==> config.mk <==
export PLATFORM = sky130hd
export DESIGN_NAME = vga_frame_scanout
export DESIGN_NICKNAME = d
export VERILOG_FILES = /design/src/rtl/vga_frame_scanout.sv
export SDC_FILE = /design/constraint.sdc
export NUM_CORES = 1
export LEC_CHECK = 0
export ABC_AREA = 1
export CAP_MARGIN = 40
export CORE_UTILIZATION = 40
export DETAILED_ROUTE_END_ITERATION = 6
export SETUP_SLACK_MARGIN = 0.05
export SYNTH_ARGS = -nofsm -noshare
export SYNTH_HDL_FRONTEND = slang
export SYNTH_SLANG_ARGS = --single-unit
==> constraint.sdc <==
create_clock -name clk -period 2.4 [get_ports clk]
set_input_delay 0.48 -clock clk [delete_from_list [all_inputs] [get_ports clk]]
set_output_delay 0.48 -clock clk [all_outputs]
set_load 0.02 [all_outputs]
==> src/rtl/vga_frame_scanout.sv <==
// vga_frame_scanout: VGA timing generator that scans a linear 6-bit framebuffer out as 24-bit RGB.
module vga_frame_scanout #(
  parameter int H_VIS  = 640,
  parameter int H_FP   = 16,
  parameter int H_SYNC = 96,
  parameter int H_BP   = 48,
  parameter int V_VIS  = 480,
  parameter int V_FP   = 10,
  parameter int V_SYNC = 2,
  parameter int V_BP   = 33,
  parameter int RD_LAT = 1
) (
  input  logic        clk,
  input  logic        rst_n,
  input  logic        en,
  output logic [18:0] raddr,
  input  logic [5:0]  rdata,
  output logic [7:0]  VGA_R,
  output logic [7:0]  VGA_G,
  output logic [7:0]  VGA_B,
  output logic        VGA_HS,
  output logic        VGA_VS,
  output logic        VGA_BLANK_N,
  output logic        VGA_SYNC_N,
  output logic        frame_start,
  output logic        vblank
);
  localparam int HT = H_VIS + H_FP + H_SYNC + H_BP;
  localparam int VT = V_VIS + V_FP + V_SYNC + V_BP;
  localparam int HW = $clog2(HT);
  localparam int VW = $clog2(VT);
  localparam logic [HW-1:0] H_END = HW'(HT - 1);
  localparam logic [HW-1:0] H_VE  = HW'(H_VIS);
  localparam logic [HW-1:0] H_SB  = HW'(H_VIS + H_FP);
  localparam logic [HW-1:0] H_SE  = HW'(H_VIS + H_FP + H_SYNC - 1);
  localparam logic [VW-1:0] V_END = VW'(VT - 1);
  localparam logic [VW-1:0] V_VE  = VW'(V_VIS);
  localparam logic [VW-1:0] V_SB  = VW'(V_VIS + V_FP);
  localparam logic [VW-1:0] V_SE  = VW'(V_VIS + V_FP + V_SYNC - 1);
  localparam logic [18:0]   A_MAX = 19'(H_VIS * V_VIS - 1);

  typedef enum logic [1:0] {S_OFF, S_WAIT, S_ON, S_DRAIN} state_e;

  logic [HW-1:0] h_q, h_d;
  logic [VW-1:0] v_q, v_d;
  logic [18:0]   addr_q, addr_d;
  logic [RD_LAT:0] hs_q, hs_d, vs_q, vs_d, vis_q, vis_d;
  logic [23:0]   rgb_q, rgb_d;
  state_e        state_q, state_d;
  logic          h_end, frame_end, hs0, vs0, vis0, show;

  assign frame_start = h_q == '0 && v_q == '0;
  assign vblank      = v_q >= V_VE;
  assign raddr       = addr_q;
  assign VGA_SYNC_N  = 1'b0;
  assign VGA_HS      = hs_q[RD_LAT];
  assign VGA_VS      = vs_q[RD_LAT];
  assign VGA_BLANK_N = vis_q[RD_LAT];
  assign {VGA_R, VGA_G, VGA_B} = rgb_q;

  always_comb begin
    h_end     = h_q == H_END;
    frame_end = h_end && v_q == V_END;
    h_d       = h_end ? '0 : h_q + 1'b1;
    v_d       = !h_end ? v_q : (v_q == V_END ? '0 : v_q + 1'b1);
    hs0       = !(h_q >= H_SB && h_q <= H_SE);
    vs0       = !(v_q >= V_SB && v_q <= V_SE);
    vis0      = h_q < H_VE && v_q < V_VE;
    // wrap after the last visible pixel so the address never passes the framebuffer end
    addr_d    = (frame_end || (vis0 && addr_q == A_MAX)) ? '0 : addr_q + 19'(vis0);
    hs_d      = {hs_q[RD_LAT-1:0], hs0};
    vs_d      = {vs_q[RD_LAT-1:0], vs0};
    vis_d     = {vis_q[RD_LAT-1:0], vis0};
    // vis delayed RD_LAT lines up with rdata; the RGB register adds the final stage
    show      = vis_q[RD_LAT-1] && (state_q == S_ON || state_q == S_DRAIN);
    rgb_d     = show ? {{4{rdata[5:4]}}, {4{rdata[3:2]}}, {4{rdata[1:0]}}} : '0;
  end

  always_comb begin
    state_d = state_q;
    unique case (state_q)
      S_OFF:   state_d = en ? S_WAIT : S_OFF;
      S_WAIT:  state_d = !en ? S_OFF : (frame_start ? S_ON : S_WAIT);
      S_ON:    state_d = en ? S_ON : S_DRAIN;
      S_DRAIN: state_d = en ? S_ON : (frame_end ? S_OFF : S_DRAIN);
    endcase
  end

  always_ff @(posedge clk or negedge rst_n) begin
    if (!rst_n) begin
      h_q     <= '0;
      v_q     <= '0;
      addr_q  <= '0;
      hs_q    <= '1;
      vs_q    <= '1;
      vis_q   <= '0;
      rgb_q   <= '0;
      state_q <= S_OFF;
    end else begin
      h_q     <= h_d;
      v_q     <= v_d;
      addr_q  <= addr_d;
      hs_q    <= hs_d;
      vs_q    <= vs_d;
      vis_q   <= vis_d;
      rgb_q   <= rgb_d;
      state_q <= state_d;
    end
  end
endmodule

==> run metrics <==
run status complete, but fails checks; violated checks design-rule violations; number of CTS-inserted buffers 5; area overhead of the layout relative to synthesis 23.6%; peak fanout along the critical path 6; clock tree skew after final layout 5.66 ps; synth warn 0; total of hold buffers inserted after clock tree synthesis 0; critical path data arrival time 1740 ps; category of the critical setup timing path reg2out; initial antenna violation count 0; headroom to the max-slew limit 54.8%; worst hold-check slack 297 ps; min cycle time layout 2220 ps; number of buffers added on ports 56; unique cell type count in the Yosys netlist 30; Final #Nets 449; hpwl dp 4.78 mm; Max Buffers Root-to-Sink 2; Peak VDD IR 0.000215 V; worst path required time 1920 ps; standby leakage power 1.72 nW; buffering stage count on the worst path with inverters included 1; initial cell density of the core 41.3%; worst slack at placement 148 ps; vias in the first global route 2344; placer congestion estimate 0.885; routed wire length 6.40 mm; share of final-layout standard cells stronger than drive strength 1 9.22%; delay-heaviest family, CP buffers and inverters; Core Rows 31; cell type of the slowest stage on the worst timing path sky130_fd_sc_hd__clkdlybuf4s50_1; pin count of the biggest net entering global routing 54; H-tree depth reported by CTS 2; CTS tree yes; Vias/cell 4.65; post-route worst setup slack 183 ps; max-cap violation count 0; first-pass GRT wire length 10.9 mm; post-route insts no fill 533; crit path capture type output pin; routed vias 2480; clock insertion delay at the later pin of the skew report 300 ps; Pre-antenna DRT Iters 6; core box area 7250 um^2; total of endpoints with negative setup slack in the final report 0; transition time at the pin with the least slew margin 678 ps; global-route usage over all layers 18.1%; diode count 0; maximum achievable frequency 0.451 GHz; Avg Synthesized Cell Area 7.84 um^2; number of nets produced by synthesis 398; vertical extent of the die 88.5 um; type of element launching the critical path register; First DRT Iteration DRCs 90; largest incremental delay on the critical path 630 ps; Antenna Violating Nets Remaining 0; leading cell types in the layout, fill and taps excluded 79 x sky130_fd_sc_hd__nor2_1, 71 x sky130_fd_sc_hd__nand2_1, 54 x sky130_fd_sc_hd__clkdlybuf4s50_1; DRC errors left 2; Overall Power 1.56 mW; Synth area leader sky130_fd_sc_hd__dfrtp_1; sequential cell area fraction in the yosys report 44.4%; Yosys top cell area share 40.9%; full die area 7840 um^2; ordered list of cells on the worst path nand2_1 > o21ai_2 > clkdlybuf4s50_1; hold violation total from the final report 0; most common library cell in the layout ignoring fill and taps sky130_fd_sc_hd__nor2_1; placed cell count 525; cell at the root of the clock tree sky130_fd_sc_hd__clkbuf_8; cell area after technology mapping 3000 um^2; Die Wd 88.5 um; number of max-slew violations in the final report 0; CTS clock-pin slew for the worst setup and hold paths 90 ps; clock sinks 53; most area-consuming cells after synthesis sky130_fd_sc_hd__dfrtp_1 41%, sky130_fd_sc_hd__nor2_1 10%, sky130_fd_sc_hd__nand2_1 8.9%; Power per Cell Area 423 nW/um^2; leftover overflow at the end of global routing 0; Routed WL per cell 12.0 um; cells after synthesis 382; number of top-level pins 58; period utilization 92.4%; Tightest Hold Check Type in2async; unrepaired setup endpoints after global routing false; sum of negative setup slack 0 ps; register bit count reported by yosys 53; filler cell count 704
## registers in the layout (all words and copies together) (netlist names)
register	count
raddr	19
vis_q	2
state_q	2
hs_q	2
vs_q	2
v_q	10
rgb_q	6
h_q	10
## timing repair
item | in CTS | in global routing
setup endpoints to repair | 1 | 3
gates resized for setup | 1 | 5
pin swaps | 0 | 1
setup buffers | 0 | 0
## stage by stage
step	area [um^2]	utilization (%)
after floorplan	3000	-
after global placement	3580	49.4
after detailed placement	3580	49.4
after CTS	3700	51.0
after global routing	3700	51.0
final	3700	51.0
## area by class of cell
cell class	count	area [um^2]	share of cell area [%]
inverters	47	176	4.77
flip-flops and latches	53	1330	36.0
well taps	99	124	3.35
repair buffers	65	618	16.7
clock buffers	7	86.3	2.33
multi-input cells	261	1340	36.1
clock inverters	1	30.0	0.811
## per-layer routing
| metal | wire length [um] | GRT usage, % | up-vias |
|---|---|---|---|
| met5 | 0 | 0 | - |
| met4 | 83 | 4.84 | 0 |
| met3 | 275 | 3.73 | 8 |
| met2 | 2940 | 30.3 | 59 |
| met1 | 3100 | 23.9 | 1123 |
| li1 | - | - | 1290 |
## synth_stat cells, drive strengths merged
master   number
a21oi         3
buf          21
conb          1
dfrtp        49
dfstp         4
ha            7
inv          47
nand2        77
nand3        28
nand3b        1
nand4        13
nor2         84
nor3          8
nor3b         1
o2111ai       2
o21ai        14
o31ai         1
xnor2         8
xor2         13
## power breakdown
group | internal, mW | switching (mW)
registers | 0.893 | 0.000956
logic | 0.0131 | 0.0232
clock network | 0.341 | 0.293
## cells by family (layout without fill, tap and decap cells)
| kind of cell | count (synthesis) | in the layout | synth area share, % |
|---|---|---|---|
| flops | 53 | 53 | 44.4 |
| buf+inv | 68 | 120 | 11.2 |
| compound gates | 20 | 20 | 3.80 |
| simple gates | 212 | 212 | 31.4 |
| xor+xnor | 21 | 21 | 6.14 |
| other cells | 1 | 1 | 0.125 |
| fa+ha+maj | 7 | 7 | 2.92 |
## final timing paths
| kind | startpoint | endpoint | slack [ps] | cells past startpoint |
|---|---|---|---|---|
| max in group asynchronous | rst_n | h_q[9]$_DFF_PN0_ | 1660 | 2 |
| max reg2reg | v_q[8]$_DFFE_PN0N_ | raddr[18]$_DFF_PN0_ | 280 | 12 |
| min reg2reg | hs_q[0]$_DFF_PN1_ | hs_q[1]$_DFF_PN1_ | 360 | 0 |
| min in group clk | hs_q[0]$_DFF_PN1_ | hs_q[1]$_DFF_PN1_ | 360 | 0 |
| min | rst_n | rgb_q[15]$_DFF_PN0_ | 300 | 2 |
| max | v_q[8]$_DFFE_PN0N_ | vblank | 180 | 3 |
(Power assumes the default switching activity.)
